<file path="src/rtl/div_if.sv">
// div_if: handshake bundle between the pipeline control (master) and the
// iterative divider (slave).
//   start   master->slave  request a divide (sampled only while the unit is idle)
//   a, b    master->slave  dividend and divisor
//   op      master->slave  00 DIV, 01 DIVU, 10 REM, 11 REMU
//   busy    slave->master  operation in progress, pipeline must stall
//   done    slave->master  one-cycle pulse, result valid in that cycle
//   result  slave->master  quotient or remainder, held until the next accepted start
interface div_if #(parameter int WIDTH = 32);
  logic             start;
  logic [WIDTH-1:0] a;
  logic [WIDTH-1:0] b;
  logic [1:0]       op;
  logic             busy;
  logic             done;
  logic [WIDTH-1:0] result;

  modport master (output start, a, b, op, input busy, done, result);
  modport slave  (input start, a, b, op, output busy, done, result);
endinterface

</file>
<file path="src/rtl/div_unit.sv">
// div_unit: iterative restoring divider for RV32M DIV/DIVU/REM/REMU.
// One quotient bit per cycle, WIDTH iterations, then a one-cycle sign fix-up
// and a one-cycle done pulse.
//   clk    clock, all state updates on the rising edge
//   reset  synchronous active-high reset, aborts any operation in flight
//   bus    div_if slave modport (start/a/b/op in, busy/done/result out)
// Optional build macro: DIV_EARLY_OUT_EN -- when defined, operations whose
// magnitude |a| is below |b| finish on the fast path (quotient 0, remainder a).
module div_unit #(
  parameter int WIDTH = 32
) (
  input logic   clk,
  input logic   reset,
  div_if.slave  bus
);

  localparam int CW = $clog2(WIDTH + 1);
  localparam logic [WIDTH-1:0] MIN_VAL = {1'b1, {(WIDTH-1){1'b0}}};

  typedef enum logic [1:0] {IDLE, RUN, FIX, DONE} state_t;

  state_t           state, state_next;
  logic             sel_rem;
  logic             q_neg, r_neg;
  logic             special;
  logic [CW-1:0]    count;
  logic [WIDTH-1:0] rem_r, quo_r, div_r, result_r;

  // Operand decode for the accept cycle
  logic             is_signed;
  logic [WIDTH-1:0] abs_a, abs_b;
  logic             div_zero, overflow, early, fast;
  logic [WIDTH-1:0] fast_quo, fast_rem;

  always_comb begin
    is_signed = ~bus.op[0];
    abs_a     = (is_signed && bus.a[WIDTH-1]) ? -bus.a : bus.a;
    abs_b     = (is_signed && bus.b[WIDTH-1]) ? -bus.b : bus.b;
    div_zero  = (bus.b == '0);
    overflow  = is_signed && (bus.a == MIN_VAL) && (bus.b == '1);
`ifdef DIV_EARLY_OUT_EN
    early     = !div_zero && !overflow && (abs_a < abs_b);
`else
    early     = 1'b0;
`endif
    fast      = div_zero || overflow || early;
    // Results for the fast cases are final values; no sign fix-up applies.
    fast_quo  = div_zero ? '1 : (overflow ? MIN_VAL : '0);
    fast_rem  = overflow ? '0 : bus.a;
  end

  // One restoring step: shift {rem,quo} left and try subtracting the divisor.
  logic [WIDTH:0] partial, trial;

  always_comb begin
    partial = {rem_r, quo_r[WIDTH-1]};
    trial   = partial - {1'b0, div_r};
  end

  always_ff @(posedge clk) begin
    if (reset) state <= IDLE;
    else       state <= state_next;
  end

  // Fast cases skip the iterations and resolve in a single FIX cycle, so
  // their done pulse lands one cycle after acceptance.
  always_comb begin
    state_next = state;
    bus.busy   = 1'b0;
    bus.done   = 1'b0;
    case (state)
      IDLE: if (bus.start) state_next = fast ? FIX : RUN;
      RUN: begin
        bus.busy = 1'b1;
        if (count == CW'(1)) state_next = FIX;
      end
      FIX: begin
        bus.busy   = 1'b1;
        state_next = DONE;
      end
      DONE: begin
        bus.done   = 1'b1;
        state_next = IDLE;
      end
      default: state_next = IDLE;
    endcase
  end

  // Datapath: operand capture, iteration, sign fix-up and result register.
  always_ff @(posedge clk) begin
    if (reset) begin
      sel_rem  <= 1'b0;
      q_neg    <= 1'b0;
      r_neg    <= 1'b0;
      special  <= 1'b0;
      count    <= '0;
      rem_r    <= '0;
      quo_r    <= '0;
      div_r    <= '0;
      result_r <= '0;
    end else begin
      case (state)
        IDLE: begin
          if (bus.start) begin
            sel_rem <= bus.op[1];
            q_neg   <= is_signed && (bus.a[WIDTH-1] ^ bus.b[WIDTH-1]);
            r_neg   <= is_signed && bus.a[WIDTH-1];
            special <= fast;
            count   <= CW'(WIDTH);
            div_r   <= abs_b;
            if (fast) begin
              quo_r <= fast_quo;
              rem_r <= fast_rem;
            end else begin
              quo_r <= abs_a;
              rem_r <= '0;
            end
          end
        end
        RUN: begin
          count <= count - CW'(1);
          if (!trial[WIDTH]) begin
            rem_r <= trial[WIDTH-1:0];
            quo_r <= {quo_r[WIDTH-2:0], 1'b1};
          end else begin
            rem_r <= partial[WIDTH-1:0];
            quo_r <= {quo_r[WIDTH-2:0], 1'b0};
          end
        end
        FIX: begin
          if (special)      result_r <= sel_rem ? rem_r : quo_r;
          else if (sel_rem) result_r <= r_neg ? -rem_r : rem_r;
          else              result_r <= q_neg ? -quo_r : quo_r;
        end
        default: ;
      endcase
    end
  end

  assign bus.result = result_r;

endmodule

</file>
<file path="src/flat_wrapper.sv">
// flat-port wrapper written by rule: the top's interface ports become plain ports
module div_unit_flat 
#(
  parameter int WIDTH = 32
)
  (clk, reset, bus_start, bus_a, bus_b, bus_op, bus_busy, bus_done, bus_result);
  div_if #(.WIDTH(WIDTH)) bus_i ();
  input logic clk;
  input logic reset;
  input wire logic [$bits(bus_i.start)-1:0] bus_start;
  input wire logic [$bits(bus_i.a)-1:0] bus_a;
  input wire logic [$bits(bus_i.b)-1:0] bus_b;
  input wire logic [$bits(bus_i.op)-1:0] bus_op;
  output wire logic [$bits(bus_i.busy)-1:0] bus_busy;
  output wire logic [$bits(bus_i.done)-1:0] bus_done;
  output wire logic [$bits(bus_i.result)-1:0] bus_result;
  assign bus_i.start = bus_start;
  assign bus_i.a = bus_a;
  assign bus_i.b = bus_b;
  assign bus_i.op = bus_op;
  assign bus_busy = bus_i.busy;
  assign bus_done = bus_i.done;
  assign bus_result = bus_i.result;
  div_unit #(.WIDTH(WIDTH)) u_core (.clk(clk), .reset(reset), .bus(bus_i));
endmodule
</file>
<file path="config.mk">
export PLATFORM = sky130hd
export DESIGN_NAME = div_unit_flat
export DESIGN_NICKNAME = d
export VERILOG_FILES = /design/src/rtl/div_if.sv /design/src/rtl/div_unit.sv /design/src/flat_wrapper.sv
export SDC_FILE = /design/constraint.sdc
export NUM_CORES = 1
export LEC_CHECK = 0
export CAP_MARGIN = 5
export CORE_AREA = 4 4 172 174
export DETAILED_ROUTE_END_ITERATION = 8
export DIE_AREA = 0 0 176 178
export GPL_TIMING_DRIVEN = 0
export PLACE_DENSITY = 0.66
export SLEW_MARGIN = 20
export SYNTH_ARGS = -nofsm -noshare
export SYNTH_HDL_FRONTEND = slang
export SYNTH_SLANG_ARGS = --single-unit
</file>
<file path="constraint.sdc">
create_clock -name clk -period 2.98 [get_ports clk]
set_clock_uncertainty 0.2 [all_clocks]
set_input_delay 0.596 -clock clk [delete_from_list [all_inputs] [get_ports clk]]
set_output_delay 0.596 -clock clk [all_outputs]
set_load 0.02 [all_outputs]
</file>
==> flow_metrics.py, run 1 <==
metrics = {
    "synth": {
        "ys_types": 69,
        "ys_ff_latch": 140,
        "yosysSeqAreaShare_pct": 25.4,
        "syn-cell-area_um2": 11000,
        "avgSynthCellArea_um2": 7.25,
        "yosys_warnings": 0,
        "synth_edf_count": 0,
        "syn_inst": 1521,
        "async_reset_ff_share_pct": 0,
        "syn_nets": 1634,
        "ys.flop_type": "dfxtp_1",
    },
    "detailed_routing": {
        "drc": 0,
        "wl_met3_um": 3010,
        "m1WireLength_um": 18400,
        "highest-signal-layer": "met4",
        "routed_via_density": 5.99,
        "wl_per_cell_um": 21.7,
        "dr_total_vias": 12500,
        "drt-pass1-iter-count": 6,
        "dr.first_iter.drc_count": 1181,
        "wirelength_um": 45500,
        "wl_met2_um": 21800,
        "postRouteAntennaNets": 0,
    },
    "critical_path": {
        "path_class": "reg2reg",
        "rrSetupSlack_ps": -260,
        "cp_max_fo": 6,
        "required_ps": 3120,
        "cp.arrival_ps": 3380,
        "cp-end-kind": "register",
        "critPathLaunch": "u_core.quo_r[31]",
        "critPathLaunchType": "register",
        "worstReg2RegStart": "u_core.quo_r[31]",
    },
    "floorplan": {
        "core_um2": 27800,
        "die_y_um": 178,
        "core.rowCount": 61,
        "initial_utilization_pct": 39.7,
        "pin_count": 103,
        "fp.dieArea_um2": 31300,
        "die_x_um": 176,
    },
    "clocking": {
        "path_clk_slew_ps": 60,
        "cts_buffers": 17,
        "cts_tree": "yes",
        "h-tree-depth": 4,
        "cts.sinks": 140,
        "clockRootBuffer": "clkbuf_16",
        "insertion_delay_ps": 440,
        "clockBufferDepth": 2,
    },
    "grt": {
        "antenna_found_initial": 0,
        "grt_max_degree": 17,
        "grt_usage_pct": 27.8,
        "grt_overflow": 0,
        "grt_pass1_wl_um": 68100,
        "grt_pass1_vias": 11800,
    },
    "final_layout": {
        "num_antenna_cells": 0,
        "final_cell_mix": "nor2_1, a21oi_1, nand2_1",
        "nets": 1816,
        "synthToLayoutAreaGrowth_pct": 33.4,
        "multi_input_area_um2": 8580,
        "register_area_um2": 2890,
        "fillerInstances": 2687,
        "layout_commonest_cell": "nor2_1",
        "drive_gt1_share_pct": 18.1,
    },
    "sta": {
        "drv_slew": 0,
        "worst_pin_slew_ps": 916,
        "rsz0062_at_grt": "yes",
        "worst_hold_slack_ps": 265,
        "finalSetupViolCount": 33,
        "setup_ws_ps": -258,
        "hold_viol": 0,
        "period_share_pct": 109,
        "finalCriticalPeriod_ps": 3240,
        "slew_headroom_pct": 39.0,
        "fmax_mhz": 309,
    },
    "power_and_ir_drop": {
        "ir_drop_uv": 599,
        "power.leakage_uw": 0.00534,
        "cellPowerDensity_nw_per_um2": 1330,
        "p_total_uw": 19600,
    },
    "min_path": {
        "hp-class": "reg2reg",
        "hp-start": "u_core.bus.result[29]",
    },
    "placed_design": {
        "dp_hpwl_um": 33800,
        "port_buffers": 97,
        "gp_congestion": 0.984,
    },
    "job": {
        "cap_viol_max_count": 0,
    },
    "outcome": {
        "violations": "negative setup slack",
        "status": "complete, but fails checks",
    },
}
[final cells by class]
class / count / area share [%]
buffer: 94 / 3.23
clock buffer: 26 / 3.46
clock inverter: 6 / 0.561
inverter: 57 / 1.47
multi-input combinational: 1224 / 58.3
sequential: 140 / 19.7
tap: 378 / 3.21
timing repair buffer: 169 / 10.1
[registers in the layout (all words and copies together), names as in the netlist]
| signal | count |
|---|---|
| u_core.bus.result | 32 |
| u_core.div_r | 32 |
| u_core.quo_r | 32 |
| u_core.rem_r | 32 |
| u_core.count | 6 |
| u_core.state | 2 |
| u_core.q_neg | 1 |
| u_core.r_neg | 1 |
| u_core.sel_rem | 1 |
| u_core.special | 1 |
[routing by layer]
metal	track usage, %	vias to the layer above
li1	-	5937
met1	34.2	5869
met2	47.8	581
met3	3.71	146
met4	14.2	0
met5	0	-
[cell families (layout without fill, tap and decap cells)]
kind of cell,count (synthesis),in the layout,share of synthesized area [%]
AOI/OAI and AO/OA,506,506,29.3
xor gates and xnor gates,124,124,9.84
adders and majority gates,44,44,5.06
buffers and inverters,157,352,5.45
DFF,140,140,25.4
muxes,27,27,2.46
and+or+nand+nor,523,523,22.5
[synthesized netlist by cell type, drive strengths merged (3+ instances only)]
master	number	area, um^2
buf	16	72.6
a311oi	10	87.6
nor4	21	138
ha	43	538
nor3	43	220
or3	14	92.6
a21oi	155	780
xor2	54	473
and2	9	56.3
a31oi	28	175
o21ai	106	534
o31ai	19	143
dfxtp	140	2800
nand3b	4	30.0
nand2	139	522
nand4	23	144
o211a	6	60.1
nand3	28	140
nor4b	4	35.0
a21o	17	128
o41ai	13	114
o211ai	15	113
nand2b	32	208
a211o	13	114
or4	10	82.6
inv	57	214
a41oi	3	26.3
a221oi	4	35.0
mux2i	26	260
or2	3	18.8
and3	8	50.1
a31o	5	43.8
clkbuf	84	315
a211oi	75	568
o221ai	14	123
o22ai	4	25.0
nor2b	7	43.8
nor2	171	642
nor3b	3	22.5
xnor2	70	613
[path summary, 6_finish.rpt]
kind              depth (start not counted)               endpoint
hold reg to reg                           2  u_core.bus.result[29]
hold / removal                            2  u_core.bus.result[29]
setup / recovery                         13       u_core.rem_r[18]
setup reg to reg                         13       u_core.rem_r[18]
[worst max-delay path, cell delays in order, from the launching register on]
cell and delay, ps:
dfxtp_4 400, inv_4 40, ha_4 150, fa_2 340, nand2b_4 160, a21oi_4 150, o21ai_2 100, a211o_4 380
a21oi_4 230, a31o_4 240, nor2_4 70, buf_6 170, a211o_1 320, a211oi_2 170
[power breakdown]
| part | internal (uW) | switching, uW |
|---|---|---|
| logic | 5720 | 8020 |
| registers | 2590 | 1070 |
| clock network | 1340 | 859 |
| total | 9660 | 9950 |
[through the flow]
step | util (%) | setup slack, ps | instances | instance area, um^2 | TNS (ps)
after global routing | 53.0 | -362 | 2094 | 14700 | -9220
after global placement | 45.2 | -1900 | 1996 | 12600 | -108120
after floorplan | - | -170 | 1521 | 11100 | -3670
after detailed placement | 45.2 | -1630 | 1996 | 12600 | -93760
final | 53.0 | -258 | 2094 | 14700 | -5440
after CTS | 50.8 | -204 | 2069 | 14100 | -4170
[what timing repair did]
action                                  in CTS  in global routing
resized for setup                          252                113
pin swaps                                   46                 58
setup buffers                               42                 26
hold buffers                                 0                  0
cloned                                       3                  1
endpoints found under the setup margin      90                 73
No activity file was read; power rests on OpenSTA's default activity.
==> inputs of run 2 (changes only) <==
--- a/config.mk
+++ b/config.mk
@@ -6,9 +6,9 @@
 export NUM_CORES = 1
 export LEC_CHECK = 0
 export CAP_MARGIN = 5
-export CORE_AREA = 4 4 172 174
+export CORE_AREA = 8 8 176 178
 export DETAILED_ROUTE_END_ITERATION = 8
-export DIE_AREA = 0 0 176 178
+export DIE_AREA = 0 0 184 186
 export GPL_TIMING_DRIVEN = 0
 export PLACE_DENSITY = 0.66
 export SLEW_MARGIN = 20
==> run 2 against run 1 <==
The run still ends with negative setup slack left. Combinational power hardly changed. Sequential power hardly changed. Count of clock-buffer cells in the layout is 7 lower. First-iteration DRC count is 4.1% lower. Via count hardly changed. Clock power is 5% lower. Critical endpoint is now u_core.rem_r[13]. Final cell count hardly changed. Global-route usage is 2.2 points lower. Largest cell class unchanged. Worst setup slack worse by 12 ps. Critical path depth is 2 higher. Core utilization is 0.95 points lower.
==> flow_metrics.py, run 2 (synthesized netlist as in run 1, its figures left out) <==
metrics = {
    "detailed_routing": {
        "dr.first_iter.drc_count": 1133,
        "drc": 0,
        "routed_via_density": 5.98,
        "dr_total_vias": 12500,
        "postRouteAntennaNets": 0,
        "wirelength_um": 45500,
        "wl_per_cell_um": 21.7,
        "drt-pass1-iter-count": 7,
    },
    "clocking": {
        "clockBufferDepth": 2,
        "cts.sinks": 140,
        "h-tree-depth": 4,
        "cts_tree": "yes",
        "clockRootBuffer": "clkbuf_16",
        "path_clk_slew_ps": 60,
        "insertion_delay_ps": 450,
        "cts_hold_buf": 0,
        "cts_buffers": 17,
    },
    "final_layout": {
        "drive_gt1_share_pct": 18.4,
        "synthToLayoutAreaGrowth_pct": 33.1,
        "nets": 1811,
        "final_cell_mix": "nor2_1, nand2_1, a21oi_1",
        "num_antenna_cells": 0,
        "final_cells": 2095,
        "layout_commonest_cell": "nor2_1",
    },
    "placed_design": {
        "place_ws_ps": -1660,
        "port_buffers": 97,
        "gp_congestion": 1.02,
        "dp_hpwl_um": 34000,
        "placed_cells": 2002,
    },
    "sta": {
        "setup_ws_ps": -270,
        "worst_pin_slew_ps": 976,
        "rsz0062_at_grt": "yes",
        "hold_viol": 0,
        "finalCriticalPeriod_ps": 3250,
        "period_share_pct": 109,
        "finalSetupViolCount": 32,
        "fmax_mhz": 308,
        "drv_slew": 0,
        "slew_headroom_pct": 34.4,
    },
    "power_and_ir_drop": {
        "net-switching-power_uw": 10100,
        "power.leakage_uw": 0.00537,
        "swShare_pct": 51.5,
        "ir_drop_uv": 799,
        "p_int_uw": 9490,
        "p_comb_share_pct": 70.6,
        "cellPowerDensity_nw_per_um2": 1330,
        "clkPwrFrac_pct": 10.7,
        "power_frac_seq_pct": 18.7,
    },
    "grt": {
        "antenna_found_initial": 0,
        "grt_pass1_wl_um": 67800,
        "grt_usage_pct": 25.6,
        "grt_pass1_vias": 12000,
        "grt_overflow": 0,
        "grt_max_degree": 17,
    },
    "min_path": {
        "hp-start": "u_core.div_r[30]",
        "hp-class": "reg2reg",
    },
    "floorplan": {
        "die_y_um": 186,
        "core_um2": 28200,
        "initial_utilization_pct": 39.1,
        "die_x_um": 184,
        "pin_count": 103,
        "fp.dieArea_um2": 34200,
        "core.rowCount": 62,
    },
    "critical_path": {
        "rrSetupSlack_ps": -270,
        "r2r_cells": 15,
        "critPathTopFamily": "compound AO/OA/AOI/OAI gates",
        "critical_path.slowest_cell": "dfxtp_4",
        "cp.arrival_ps": 3400,
        "crit_cells": 15,
        "cp-endpoint": "u_core.rem_r[13]",
        "path_buf_inv": 4,
        "cp-end-kind": "register",
        "critPathLaunch": "u_core.quo_r[31]",
        "crit_chain": "inv_2 > ha_4 > fa_2 > nand2b_4 > a21oi_4 > o21ai_2 > a211o_1 > a21oi_2 > a31oi_2 > clkbuf_8 > buf_12 > buf_4 > a21oi_4 > a221oi_2 > a211oi_1",
        "required_ps": 3130,
        "critPathLaunchType": "register",
        "crit_top_cell": "a21oi_4",
        "cp_max_fo": 8,
        "max_stage_delay_ps": 390,
        "worstReg2RegStart": "u_core.quo_r[31]",
        "path_class": "reg2reg",
        "reg2reg_to": "u_core.rem_r[13]",
    },
    "outcome": {
        "status": "complete, but fails checks",
        "violations": "negative setup slack",
    },
    "job": {
        "cap_viol_max_count": 0,
    },
}
[run 2: area by class of cell]
| cell class | instances | area, um^2 |
|---|---|---|
| fillers | 2774 | 13600 |
| repair buffers | 164 | 1480 |
| inverters | 57 | 218 |
| plain buffers | 94 | 495 |
| clock buffers | 19 | 443 |
| flip-flops and latches | 140 | 2870 |
| multi-input cells | 1224 | 8580 |
| well taps | 384 | 480 |
| clock inverters | 13 | 119 |
[run 2: power groups by stage]
stage	clock (uW)	combinational, uW	sequential (uW)
after floorplan	0	7780	3150
after global placement	0	10500	3470
after detailed placement	0	10600	3500
after CTS	2090	12700	3530
after global routing	2170	14800	3720
final	2090	13800	3660
[run 2: metal layers]
metal	vias to the layer above	routed length, um	GRT usage [%]
met4	0	3000	15.7
met5	-	0	0
met3	194	3360	3.88
li1	5927	-	-
met1	5795	18200	30.3
met2	619	20900	43.3
[run 2: worst register-to-register path: cells and delay by family (launching register included)]
kind	cells	cell delay, ps
AO/OA/AOI/OAI	8	1380
buffers and inverters	4	540
adder cells (fa/ha/maj)	2	480
flip-flops	1	390
AND/OR/NAND/NOR	1	160
[run 2: repair_timing]
item	CTS	global route
pin swaps	62	60
cloned	4	1
setup endpoints to repair	87	77
gates resized for setup	247	132
buffers inserted	37	26
[run 2: how the worst min path moves through the flow]
| stage | cells past startpoint | endpoint |
|---|---|---|
| CTS | 2 | u_core.div_r[30] |
| floorplan | 2 | u_core.div_r[30] |
| detailed placement | 2 | u_core.div_r[30] |
| global route | 3 | u_core.div_r[0] |
| finish | 2 | u_core.div_r[30] |
| global placement | 2 | u_core.div_r[30] |
[run 2: per-stage QoR]
stage          power, uW  setup TNS, ps  hold WS [ps]  instance area, um^2  utilization, %
5_1_grt            20700          -7550           281                14700            52.0
4_1_cts            18300          -2740           258                14200            50.3
6_report           19600          -5040           260                14700            52.0
3_5_place_dp       14000         -93720           251                12600            44.5
2_1_floorplan      10900          -3670           232                11100               -
3_3_place_gp       13900         -93450           246                12600            44.5
==> inputs of run 3 (changes only) <==
--- a/config.mk
+++ b/config.mk
@@ -5,6 +5,7 @@
 export SDC_FILE = /design/constraint.sdc
 export NUM_CORES = 1
 export LEC_CHECK = 0
+export ABC_CLOCK_PERIOD_IN_PS = 2980
 export CAP_MARGIN = 5
 export CORE_AREA = 8 8 176 178
 export DETAILED_ROUTE_END_ITERATION = 8
==> results of run 3 <==
Final layout, timing and power as in run 2 (identical DEF).
